**src/rtl/plru_array_if.sv**
```systemverilog
// Access/victim bus between a cache controller and its pseudo-LRU state array.
// No timing of its own: carries the update, victim lookup and sweep-clear signals.
// No backpressure: busy tells the controller that updates are being dropped.
interface plru_array_if #(
  parameter int s_index = 3,
  parameter int s_ways  = 2
);
  logic               clear;
  logic               busy;
  logic [s_index-1:0] rd_index;
  logic [s_ways-1:0]  victim;
  logic               upd_en;
  logic [s_index-1:0] upd_index;
  logic [s_ways-1:0]  upd_way;

  // Cache controller side: drives accesses and lookups, observes victim/busy.
  modport master (
    output clear, rd_index, upd_en, upd_index, upd_way,
    input  busy, victim
  );

  // State array side.
  modport slave (
    input  clear, rd_index, upd_en, upd_index, upd_way,
    output busy, victim
  );
endinterface

```
**src/rtl/plru_array.sv**
```systemverilog
// Per-set tree pseudo-LRU state (num_ways-1 bits/set) with sweep clear; optional macro PLRU_BYPASS_EN.
// Victim is combinational (0 cycles); updates visible the cycle after the edge; sweep takes num_sets cycles.
// While busy, updates and clear requests are dropped rather than stalled; rst overrides everything.
module plru_array #(
  parameter int s_index = 3,
  parameter int s_ways  = 2
) (
  input logic        clk,
  input logic        rst,
  plru_array_if.slave bus
);

  localparam int num_sets = 2 ** s_index;
  localparam int num_ways = 2 ** s_ways;
  localparam int tw       = num_ways - 1;

  typedef enum logic {IDLE, SWEEP} state_t;

  state_t             state_q;
  state_t             state_d;
  logic [s_index-1:0] sweep_cnt;
  logic               sweep_last;
  logic               sweep_we;
  logic               upd_go;
  logic [tw-1:0]      tree_q [num_sets];
  logic [tw-1:0]      upd_tree;
  logic [tw-1:0]      rd_tree;

  // Walk root to leaf; each node bit picks left (0) or right (1), root decision lands in the MSB.
  function automatic logic [s_ways-1:0] tree_walk(input logic [tw-1:0] t);
    int   node;
    logic b;
    tree_walk = '0;
    node      = 0;
    for (int l = 0; l < s_ways; l++) begin
      b = 1'b0;
      for (int n = 0; n < tw; n++) begin
        if (n == node) b = t[n];
      end
      tree_walk = (tree_walk << 1) | s_ways'(b);
      node      = 2 * node + 1 + int'(b);
    end
  endfunction

  // Point every node on the accessed way's path away from it; other nodes keep their value.
  function automatic logic [tw-1:0] tree_touch(input logic [tw-1:0] t,
                                               input logic [s_ways-1:0] way);
    int               node;
    logic             dir;
    logic [s_ways-1:0] w;
    tree_touch = t;
    node       = 0;
    w          = way;
    for (int l = 0; l < s_ways; l++) begin
      dir = w[s_ways-1];
      w   = w << 1;
      for (int n = 0; n < tw; n++) begin
        if (n == node) tree_touch[n] = ~dir;
      end
      node = 2 * node + 1 + int'(dir);
    end
  endfunction

  assign sweep_last = (sweep_cnt == s_index'(num_sets - 1));
  assign upd_tree   = tree_touch(tree_q[bus.upd_index], bus.upd_way);

  // Sweep FSM state register.
  always_ff @(posedge clk) begin
    if (rst) state_q <= IDLE;
    else     state_q <= state_d;
  end

  // Sweep FSM next state: clear starts a sweep, last set written ends it.
  always_comb begin
    state_d = state_q;
    case (state_q)
      IDLE:    if (bus.clear) state_d = SWEEP;
      SWEEP:   if (sweep_last) state_d = IDLE;
      default: state_d = IDLE;
    endcase
  end

  // Sweep FSM outputs; an update colliding with a clear request is dropped.
  always_comb begin
    bus.busy = (state_q == SWEEP);
    sweep_we = (state_q == SWEEP);
    upd_go   = bus.upd_en && (state_q == IDLE) && !bus.clear;
  end

  // Sweep address: held at 0 in IDLE, steps once per busy cycle and wraps.
  always_ff @(posedge clk) begin
    if (rst)                  sweep_cnt <= '0;
    else if (state_q == IDLE) sweep_cnt <= '0;
    else                      sweep_cnt <= sweep_cnt + 1'b1;
  end

  // Tree storage in flops: reset zeroes all sets, sweep zeroes one set per cycle, else record access.
  always_ff @(posedge clk) begin
    if (rst) begin
      for (int s = 0; s < num_sets; s++) tree_q[s] <= '0;
    end else if (sweep_we) begin
      tree_q[sweep_cnt] <= '0;
    end else if (upd_go) begin
      tree_q[bus.upd_index] <= upd_tree;
    end
  end

  // Victim lookup from the selected set's tree, optionally forwarding a same-cycle update.
  always_comb begin
`ifdef PLRU_BYPASS_EN
    rd_tree = tree_q[bus.rd_index];
    if (upd_go && (bus.upd_index == bus.rd_index)) rd_tree = upd_tree;
`else
    rd_tree = tree_q[bus.rd_index];
`endif
    bus.victim = tree_walk(rd_tree);
  end

endmodule
```
**src/flat_wrapper.sv**
```systemverilog
// flat-port wrapper written by rule: the top's interface ports become plain ports
module plru_array_flat 
#(
  parameter int s_index = 3,
  parameter int s_ways  = 2
)
  (clk, rst, bus_clear, bus_rd_index, bus_upd_en, bus_upd_index, bus_upd_way, bus_busy, bus_victim);
  plru_array_if #(.s_index(s_index), .s_ways(s_ways)) bus_i ();
  input logic clk;
  input logic rst;
  input wire logic [$bits(bus_i.clear)-1:0] bus_clear;
  input wire logic [$bits(bus_i.rd_index)-1:0] bus_rd_index;
  input wire logic [$bits(bus_i.upd_en)-1:0] bus_upd_en;
  input wire logic [$bits(bus_i.upd_index)-1:0] bus_upd_index;
  input wire logic [$bits(bus_i.upd_way)-1:0] bus_upd_way;
  output wire logic [$bits(bus_i.busy)-1:0] bus_busy;
  output wire logic [$bits(bus_i.victim)-1:0] bus_victim;
  assign bus_i.clear = bus_clear;
  assign bus_i.rd_index = bus_rd_index;
  assign bus_i.upd_en = bus_upd_en;
  assign bus_i.upd_index = bus_upd_index;
  assign bus_i.upd_way = bus_upd_way;
  assign bus_busy = bus_i.busy;
  assign bus_victim = bus_i.victim;
  plru_array #(.s_index(s_index), .s_ways(s_ways)) u_core (.clk(clk), .rst(rst), .bus(bus_i));
endmodule
```
**config.mk**
```make
export PLATFORM = sky130hd
export DESIGN_NAME = plru_array_flat
export DESIGN_NICKNAME = d
export VERILOG_FILES = /design/src/rtl/plru_array_if.sv /design/src/rtl/plru_array.sv /design/src/flat_wrapper.sv
export SDC_FILE = /design/constraint.sdc
export NUM_CORES = 1
export LEC_CHECK = 0
export CORE_MARGIN = 4
export CORE_UTILIZATION = 60
export CTS_CLUSTER_SIZE = 16
export DETAILED_ROUTE_END_ITERATION = 16
export GPL_TIMING_DRIVEN = 0
export MAX_ROUTING_LAYER = met4
export PLACE_DENSITY = 0.9
export SLEW_MARGIN = 25
export SYNTH_ARGS = -nofsm -noshare
export SYNTH_HDL_FRONTEND = slang
export SYNTH_SLANG_ARGS = --single-unit
```
**constraint.sdc**
```tcl
create_clock -name clk -period 6 [get_ports clk]
set_clock_uncertainty 0.2 [all_clocks]
set_input_delay 1.8 -clock clk [delete_from_list [all_inputs] [get_ports clk]]
set_output_delay 1.8 -clock clk [all_outputs]
set_load 0.05 [all_outputs]
```
After elaboration in Yosys (flattened, before gate mapping)
Memories as Yosys holds them, arrays and structs flattened.
Cells that the tools add are included.
{ "classes": {"add_sub_neg": 3, "n_mul": 0, "div": 0, "magnitude_cmp": 0, "eq_ne": 7, "shifts": 0, "mux": 24, "n_bitwise": 4, "reduce_logical": 10} }
{ "ops": {"columns": ["operator", "n"], "rows": [
  ["$eq A2 B32 Y1 const A", 2],
  ["$eq A3 B32 Y1 const A", 2],
  ["$logic_not A32 Y1", 2],
  ["$mux W1", 18],
  ["$mux W3", 5],
  ["$reduce_or A3 Y1", 2],
  ["$add A1 B1 Y2 const A", 2],
  ["$reduce_and A2 Y1", 2],
  ["$add A3 B1 Y3 const B", 1],
  ["$eq A3 B3 Y1 const B", 1],
  ["$not A1 Y1", 3],
  ["$logic_and A1 B1 Y1", 2],
  ["$ne A1 B1 Y1 const B", 2],
  ["$or A2 B1 Y2", 1],
  ["$pmux W1 S2", 1],
  ["$reduce_or A2 Y1", 1],
  ["$logic_not A1 Y1", 1]
]} }
{ "totals": {"register_bits": 4, "latch_bits": 0, "ramBits": 24, "romBits": 0, "inputBits": 12, "out_inout_bits": 3, "memories": 1} }
{ "mem_list": {"columns": ["memory", "words", "word_bits", "rd", "rd_clocked_by_memory_dff", "write_ports", "line", "text"], "rows": [
  ["u_core.tree_q", 8, 3, 1, 0, 8, "plru_array.sv:25", "logic [tw-1:0] tree_q [num_sets];"]
]} }

Depth between registers and ports, before layout
Gate-level depths: netlist of the first run.
{ "depth": {"word_depth": 10, "depth_mapped": 6, "ltp_nobuf": 4} }

Least setup slack after synthesis of the first run
OpenSTA, ideal clock, no wires.
{ "synth_path": {"path_kind": "input-to-output", "startpoint": "in bus_rd_index[0]", "endpoint": "out bus_victim[0]", "arrival_ns": 3.894, "required_ns": 4.000, "setup_slack_ns": 0.106, "cell_stages": 5, "path_buffers": 1, "path_cell_list": "buf_2 mux4_2 mux2_2 mux2i_1 mux2i_1"} }
{ "synth_between": {"elab_chain_len": 7, "word_cells_on_any_way": 9, "classes_between": "1 x add/sub; 2 x eq/ne; 3 x mux; 1 x bitwise; 1 x reduce/logical; 1 x memory"} }
{ "synth_lines": {"columns": ["item", "line", "text"], "rows": [
  ["from (decl)", "flat_wrapper.sv:12", "input wire logic [$bits(bus_i.rd_index)-1:0] bus_rd_index;"],
  ["$mem_v2 Z8 W3 *", null, null],
  ["$add A1 B1 Y2", "plru_array.sv:41", "node = 2 * node + 1 + int'(b);"],
  ["$logic_not A32 Y1", "plru_array.sv:38", "if (n == node) b = t[n];"],
  ["$mux W1 (2 in a row)", "plru_array.sv:38", null],
  ["$mux W1 *", "plru_array.sv:38", null],
  ["$or A2 B1 Y2 *", "plru_array.sv:40", "tree_walk = (tree_walk << 1) | s_ways'(b);"],
  ["to (decl)", "flat_wrapper.sv:17", "output wire logic [$bits(bus_i.victim)-1:0] bus_victim;"]
]} }
Mark *: on every way between the ends. The rest lies on a longest branch, timed or not.

Worst setup path in the final report of the first run
{ "layout_path": {"startpoint": "in bus_rd_index[2]", "endpoint": "out bus_victim[0]"} }
The elaborated chain is that of the path after synthesis.

==> run metrics, run 1 <==
CP max stage cell clkdlybuf4s50_1; Critical Path Start Type primary input; top-area cell type share of the netlist area 46.0%; Worst R2R Path Depth 6; nets@finish between 150 and 200; CTS Buf Count 3; GR Layer Usage met3 under 10%; Die X approximately 59 um; total congestion overflow 0; Final Hold Vio Count 0; Max Cap Viol 0; FF+latch count, synth 28; Top Usage Layer GRT met2; CP startpoint bus_rd_index[2]; Crit path buffers/inverters 2; LEAKAGE ~0.63 nW; IO Port Bufs 13; Die Ht just under 60 um; Placement Cell Area between 0.0015 and 0.002 mm2; die area around 0.0035 mm2; syn avg cell area approximately 12 um2; Tot GR Track Use 20.0%; Initial DRT Pass Iterations 4; Area Overhead vs Synth 12.1%; Req. time, crit path roughly 4.0 ns; FP Rows 18; Area contributors post-synth edfxtp_1, o21bai_1, mux4_2; Setup Slack @ Placement -0.0910 ns; final hold slack around 0.32 ns; outcome completed; kind of critical path primary input to primary output; hold worst-path end u_core.sweep_cnt[0]$_SDFF_PN0_; clock transition at the registers of the reported paths 0.13 ns; PwrDens just over 200 mW/mm2; Mapped Area approximately 0.0016 mm2; number of H-tree levels 1; Synth cell types 24; HP Start u_core.sweep_cnt[0]$_SDFF_PN0_; CP peak stage delay roughly 0.55 ns; Synthesized Nets around 150; crit path cell chain clkdlybuf4s50_1, mux4_2, mux2_2, mux2i_1, mux2i_1, dlygate4sd2_1; YS warnings 0; clock root cell clkbuf_4; Final HPWL DP roughly 2300 um; 1st-iter DRT viols 51; critical path endpoint category primary output; Hold-fix buffers, CTS 0; maximum vdd drop roughly 0.15 mV; Routed WL 2900 um; post-route ant nets 0; Slew HR 54.7%; Max Fclk ~0.17 GHz; Max clock buf depth 2; routed length per placed instance approximately 16 um; I/O pin cnt 15; most frequent CP cell mux2i_1; register area share after synthesis about half; clock sink count 28; Synth area leader edfxtp_1; core area approximately 0.0025 mm2; commonest cells after routing, fill and taps aside nor2_1, o21bai_1, edfxtp_1, clkdlybuf4s50_1, nand2_1; cell area after layout 0.00176 mm2; commonest non-fill, non-tap cell in the layout nor2_1; Hold Path Stages 1; Placed Cells 178; fill count between 200 and 250; Ant. Diodes 0; share of cells above drive strength 1 between 10% and 20%; Least-Margin Pin Slew 0.679 ns; first-pass GRT wire length around 5100 um; setup total negative slack 0 ns; Final GP Congestion approximately 0.81; worst setup margin between 0.2 and 0.25 ns; fin util between 70% and 80%; final setup vio count 0; Starting Density a little over three fifths; family with the most delay on the worst path buffers and inverters; crit-path max FO 3; clock latency on the worst-skew pair around 0.32 ns; Power, Total ~350 uW; met1 Resource Use GR 23.3%; drt via density 5.97; worst min path class flip-flop to flip-flop; vias in the first global route 1157; initial antenna violation count 0; R2R Path End u_core.tree_q[4][0]$_SDFFCE_PN0P_; CTS tree yes; Tmin final between 5 and 6 ns; Final Instance Count excl. Fillers between 150 and 200; Via Count between 1000 and 1500; Worst Path Arrival 3.78 ns; largest net degree at the start of global routing 15; RSZ-0062 raised after global routing false; Synth Instances between 100 and 150; max-slew violation count 0; reg-to-reg startpoint u_core.bus.busy$_SDFF_PP0_; Final Cycle Share between 90 and 100%; met2 GRT Util 35.8%; R2R Setup Slk about 3.7 ns; Residual DRC 0
layer usage:
| layer | wire length, um | up-vias |
|---|---|---|
| met3 | 178 | 7 |
| li1 | - | 521 |
| met1 | 1130 | 507 |
| met4 | 46 | 0 |
| met5 | 0 | - |
| met2 | 1540 | 45 |
sequential cells by signal, summed over array words and instances (netlist names):
register          count
u_core.tree_q        24
u_core.bus.busy       1
u_core.sweep_cnt      3
synthesized netlist by cell type (all sizes together):
cell,count
nor2,28
o21bai,26
edfxtp,24
mux2i,8
nand2,8
mux4,6
buf,5
nand2b,5
clkbuf,4
dfxtp,4
and2,2
ha,2
mux2,2
nor2b,2
or2,2
or3,2
a211oi,1
and3b,1
inv,1
nor3b,1
or4b,1
kinds of logic (layout without fill, tap and decap cells):
group                      Yosys count  in the layout  share of synthesized area [%]
and+or+nand+nor                     52             52                           15.5
buffers and inverters               10             26                           2.95
DFF                                 28             28                           51.1
AOI/OAI and AO/OA                   27             27                           12.9
adders and majority gates            2              2                           1.60
muxes                               16             16                           16.0
layout make-up:
class | count | area, um2 | share of cell area [%]
Buffer | 9 | 42.5 | 2.42
Clock buffer | 3 | 22.5 | 1.28
Inverter | 1 | 3.75 | 0.214
Multi-Input combinational cell | 97 | 721 | 41.0
Sequential cell | 28 | 801 | 45.6
Tap cell | 30 | 37.5 | 2.14
Timing Repair Buffer | 13 | 129 | 7.34
power breakdown:
| part | internal, mW | switching, mW |
|---|---|---|
| sequential | 0.218 | 0.00320 |
| clock | 0.0235 | 0.0500 |
| combinational | 0.0274 | 0.0325 |
| total | 0.269 | 0.0858 |
worst max-delay path by stage:
stage	to	slack, ns	cells past startpoint
after global placement	bus_victim[0]	-0.08	6
after global routing	bus_victim[0]	0.12	6
final	bus_victim[0]	0.22	6
after CTS	bus_victim[0]	0.18	6
after floorplan	bus_victim[0]	0.11	5
after detailed placement	bus_victim[0]	-0.09	6
repair_timing:
action / in CTS / in global routing
gates resized for setup: 1 / 0
buffers inserted: 0 / 0
endpoints found under the setup margin: 1 / 0
(Power assumes the default switching activity.)
==> run 2, diff against run 1 <==
- CORE_UTILIZATION: 60 -> 52
- PLACE_DENSITY: 0.9 -> 0.81
==> run metrics, run 2 (synthesized netlist as in run 1, its figures left out) <==
Worst R2R Path Depth 6 (unchanged); max-slew violation count 0 (unchanged); Ant. Diodes 0 (unchanged); routed length per placed instance 15.7 um (-1.8%); RSZ-0062 raised after global routing false; R2R Path End u_core.tree_q[4][2]$_SDFFCE_PN0P_; commonest non-fill, non-tap cell in the layout nor2_1; Final HPWL DP 2260 um (-1.5%); clock sink count 28 (unchanged); vias in the first global route 1122 (-3.0%); total congestion overflow 0 (unchanged); Initial DRT Pass Iterations 4 (unchanged); Tmin final 5.80 ns (+0.0216 ns); Max Cap Viol 0 (unchanged); max FFs per register 24 (unchanged); Hold Path Stages 1 (unchanged); share of cells above drive strength 1 11.8% (-0.078 points); Setup Slack @ Placement -0.0868 ns (+0.00417 ns); Tot GR Track Use 17.1% (-2.9 points); Max clock buf depth 2 (unchanged); commonest cells after routing, fill and taps aside nor2_1, o21bai_1, edfxtp_1, clkdlybuf4s50_1, nand2_1; Via Count 1053 (-2.5%); nets@finish 167 (unchanged); Die X 62.9 um (+6.4%); Placement Cell Area 0.00174 mm2 (about the same); final setup vio count 0 (unchanged); worst min path class flip-flop to flip-flop; Setup Buffers After CTS 0 (unchanged); clock transition at the registers of the reported paths 0.15 ns (+0.02 ns); clock root cell clkbuf_4; crit-path max FO 3 (unchanged); clock latency on the worst-skew pair 0.33 ns (about the same); I/O pin cnt 15 (unchanged); initial antenna violation count 0 (unchanged); Critical Path Start Type primary input; reg-to-reg startpoint u_core.bus.busy$_SDFF_PP0_; Reg area 801 um2 (unchanged); first-pass GRT wire length 5190 um (+2.4%); number of H-tree levels 1 (unchanged); Final Cycle Share 96.7% (+0.36 points); maximum vdd drop 0.114 mV (-25%); HP Start u_core.sweep_cnt[0]$_SDFF_PN0_; Area Overhead vs Synth 12.4%; largest net degree at the start of global routing 16 (+1); Die Ht 62.9 um (+6.4%); Max Fclk 0.172 GHz (-0.37%); Least-Margin Pin Slew 0.728 ns (+0.0489 ns); PwrDens 207 mW/mm2 (+2.3%); Slew HR 51.4% (-3.3 points); cell area after layout 0.00176 mm2 (+0.29%); Most flops, register u_core.tree_q; IO Port Bufs 13 (unchanged); Placed Cells 179 (+0.56%); kind of critical path primary input to primary output; CTS Buf Count 3 (unchanged); die area 0.00396 mm2 (+13%); Final Instance Count excl. Fillers 183 (+1.1%); Residual DRC 0 (unchanged); Worst Path Arrival 3.80 ns (+0.02 ns); Routed WL 2880 um (-0.76%); hold worst-path end u_core.sweep_cnt[0]$_SDFF_PN0_; Hold-fix buffers, CTS 0 (unchanged); drt via density 5.75 (-3.6%); outcome completed; 1st-iter DRT viols 52 (+2.0%); worst setup margin 0.201 ns (-0.0216 ns); fill count 248 (+22%); CTS tree yes; Final GP Congestion 0.834 (+3.3%); Starting Density 55.4% (-7.9 points); core area 0.00283 mm2 (+14%); Final Hold Vio Count 0 (unchanged); R2R Setup Slk 3.68 ns (+0.03 ns); CP startpoint bus_rd_index[2]; FP Rows 19 (+1); multi-input logic area 721 um2 (unchanged); Req. time, crit path 4.00 ns (about the same); LEAKAGE 0.630 nW (+0.19%); Power, Total 364 uW (+2.6%); critical path endpoint category primary output; post-route ant nets 0 (unchanged)
-- run 2: changes by cell type in the layout (fill, tap and decap cells not counted), sizes merged --
cell | previous run | this run
clkbuf | 7 | 8
-- run 2: where the power goes --
group / total, mW / internal, mW / switching, mW
logic: 0.0598 / 0.0274 / 0.0325
registers: 0.221 / 0.218 / 0.00308
clock network: 0.0831 / 0.0261 / 0.0570
-- run 2: worst max-delay path by stage --
| stage | to | slack [ns] | cells past startpoint |
|---|---|---|---|
| after floorplan | bus_victim[0] | 0.11 | 5 |
| after global placement | bus_victim[0] | -0.08 | 6 |
| after detailed placement | bus_victim[0] | -0.09 | 6 |
| after CTS | bus_victim[0] | 0.18 | 6 |
| after global routing | bus_victim[0] | 0.11 | 6 |
| final | bus_victim[0] | 0.20 | 6 |
-- run 2: area by class of cell --
| type | instances | share of cell area (%) |
|---|---|---|
| plain buffers | 9 | 2.41 |
| multi-input cells | 97 | 40.9 |
| repair buffers | 13 | 7.32 |
| flip-flops and latches | 28 | 45.5 |
| well taps | 31 | 2.20 |
| inverters | 1 | 0.213 |
| clock buffers | 4 | 1.49 |
-- run 2: per-layer routing --
metal  GRT usage [%]  wire length [um]  vias to the layer above
li1                -                 -                      522
met5               -                 0                        -
met1            21.5              1300                      490
met3            3.06               129                        8
met4            7.99                67                        0
met2            26.9              1380                       33
-- run 2: timing repair --
item,4_1_cts,5_1_grt
resized for setup,1,0
endpoints found under the setup margin,1,0
endpoints found under the hold margin,0,0
-- run 2: critical path, cell delays in order --
cell and delay, ns:
clkdlybuf4s50_1 0.56, mux4_2 0.33, mux2_2 0.32, mux2i_1 0.13, mux2i_1 0.12, dlygate4sd2_1 0.54
-- run 2: through the flow --
| stage | utilization, % | setup TNS (ns) | hold WS, ns |
|---|---|---|---|
| after CTS | 62.3 | 0 | 0.313 |
| after floorplan | - | 0 | 0.255 |
| final | 62.3 | 0 | 0.311 |
| after global routing | 62.3 | 0 | 0.338 |
| after global placement | 61.4 | -0.0829 | 0.275 |
| after detailed placement | 61.4 | -0.0868 | 0.280 |
==> run 3, diff against run 2 <==
- MAX_ROUTING_LAYER: met4 -> not set
==> run metrics, run 3 (synthesized netlist as in run 1, its figures left out) <==
outcome completed; Max clock buf depth 2 (unchanged); clock latency on the worst-skew pair 0.33 ns (about the same); Critical Path Start Type primary input; drt via density 5.75 (about the same); Clock Power Share 22.5% (-0.3 points); clock transition at the registers of the reported paths 0.14 ns (about the same); Final HPWL DP 2260 um (unchanged); core area 0.00283 mm2 (unchanged); commonest non-fill, non-tap cell in the layout nor2_1; Max Cap Viol 0 (unchanged); IO Port Bufs 13 (unchanged); critical path endpoint category primary output; Max Fclk 0.172 GHz (about the same); Worst Path Arrival 3.80 ns (about the same); maximum vdd drop 0.114 mV (-0.20%); Least-Margin Pin Slew 0.730 ns (+0.00230 ns); CTS tree yes; Tmin final 5.80 ns (-0.000586 ns); Final Cycle Share 96.6% (about the same); PwrDens 206 mW/mm2 (-0.45%); die area 0.00396 mm2 (unchanged); Slew HR 51.2% (-0.15 points); Via Count 1052 (-0.095%); internal power 271 uW (about the same); final hold slack 0.310 ns (-0.000845 ns); 1st-iter DRT viols 55 (+5.8%); worst min path class flip-flop to flip-flop; cell area after layout 0.00176 mm2 (unchanged); Starting Density 55.4% (unchanged); LEAKAGE 0.630 nW (unchanged); initial antenna violation count 0 (unchanged); Ant. Diodes 0 (unchanged); I/O pin cnt 15 (unchanged); final setup vio count 0 (unchanged); Initial DRT Pass Iterations 4 (unchanged); Tot GR Track Use 16.7% (-0.43 points); number of H-tree levels 1 (unchanged); Most flops, register u_core.tree_q; routed length per placed instance 15.6 um (-0.66%); NetSw 91.0 uW (-1.7%); Area Overhead vs Synth 12.4% (unchanged); Req. time, crit path 4.00 ns (about the same); clock sink count 28 (unchanged); Die X 62.9 um (unchanged); Placement Cell Area 0.00174 mm2 (unchanged); multi-input logic area 721 um2 (unchanged); Sw Share 25.1% (-0.32 points); clock root cell clkbuf_4; CTS Buf Count 3 (unchanged); Post-CTS Resized 1 (unchanged); total congestion overflow 0 (unchanged); Final Hold Vio Count 0 (unchanged); logic gate share of total power 16.5% (about the same); Sequential Power Share 61.0% (+0.3 points); Die Ht 62.9 um (unchanged); Setup Buffers After CTS 0 (unchanged); Final GP Congestion 0.822 (-1.5%); kind of critical path primary input to primary output; Hold-fix buffers, CTS 0 (unchanged); R2R Setup Slk 3.68 ns (about the same); fill count 248 (unchanged); post-route ant nets 0 (unchanged); first-pass GRT wire length 5200 um (+0.13%); Power, Total 362 uW (-0.45%); Residual DRC 0 (unchanged); share of cells above drive strength 1 11.8% (unchanged); nets@finish 167 (unchanged); vias in the first global route 1121 (-0.089%); largest net degree at the start of global routing 16 (unchanged); Reg area 801 um2 (unchanged); Routed WL 2860 um (-0.66%); FP Rows 19 (unchanged); commonest cells after routing, fill and taps aside nor2_1, o21bai_1, edfxtp_1, clkdlybuf4s50_1, nand2_1; max FFs per register 24 (unchanged); RSZ-0062 raised after global routing false; crit-path max FO 3 (unchanged); max-slew violation count 0 (unchanged)
run 3: path summary, 6_finish.rpt:
kind / to / depth (start not counted) / start
max: bus_victim[0] / 6 / bus_rd_index[2]
min: u_core.sweep_cnt[0]$_SDFF_PN0_ / 1 / u_core.sweep_cnt[0]$_SDFF_PN0_
min reg2reg: u_core.sweep_cnt[0]$_SDFF_PN0_ / 1 / u_core.sweep_cnt[0]$_SDFF_PN0_
max reg2reg: u_core.tree_q[4][2]$_SDFFCE_PN0P_ / 6 / u_core.bus.busy$_SDFF_PP0_
run 3: routing by layer:
| layer | up-vias | GRT usage, % | part of all wire [%] |
|---|---|---|---|
| met4 | 0 | 7.99 | 2.3 |
| met1 | 492 | 21.6 | 45 |
| li1 | 522 | - | - |
| met3 | 8 | 3.06 | 3.9 |
| met2 | 30 | 26.9 | 49 |
| met5 | - | 0 | 0 |
run 3: layout make-up:
| class | instances | area share (%) |
|---|---|---|
| repair buffers | 13 | 7.32 |
| multi-input cells | 97 | 40.9 |
| plain buffers | 9 | 2.41 |
| inverters | 1 | 0.213 |
| clock buffers | 4 | 1.49 |
| well taps | 31 | 2.20 |
| flip-flops and latches | 28 | 45.5 |
run 3: critical path, cell delays in order:
cell	delay, ns
clkdlybuf4s50_1	0.55
mux4_2	0.33
mux2_2	0.32
mux2i_1	0.13
mux2i_1	0.12
dlygate4sd2_1	0.54
run 3: per-stage QoR:
step,util (%),instances,setup WS (ns),setup TNS [ns]
2_1_floorplan,-,135,0.106,0
3_3_place_gp,61.4,179,-0.0829,-0.0829
3_5_place_dp,61.4,179,-0.0868,-0.0868
4_1_cts,62.3,183,0.182,0
5_1_grt,62.3,183,0.111,0
6_report,62.3,183,0.201,0
run 3: power groups by stage:
stage	logic, mW	clock network (mW)	registers (mW)
6_report	0.0599	0.0815	0.221
5_1_grt	0.0654	0.0920	0.222
4_1_cts	0.0604	0.0808	0.221
3_5_place_dp	0.0611	0	0.225
3_3_place_gp	0.0591	0	0.225
2_1_floorplan	0.0393	0	0.226
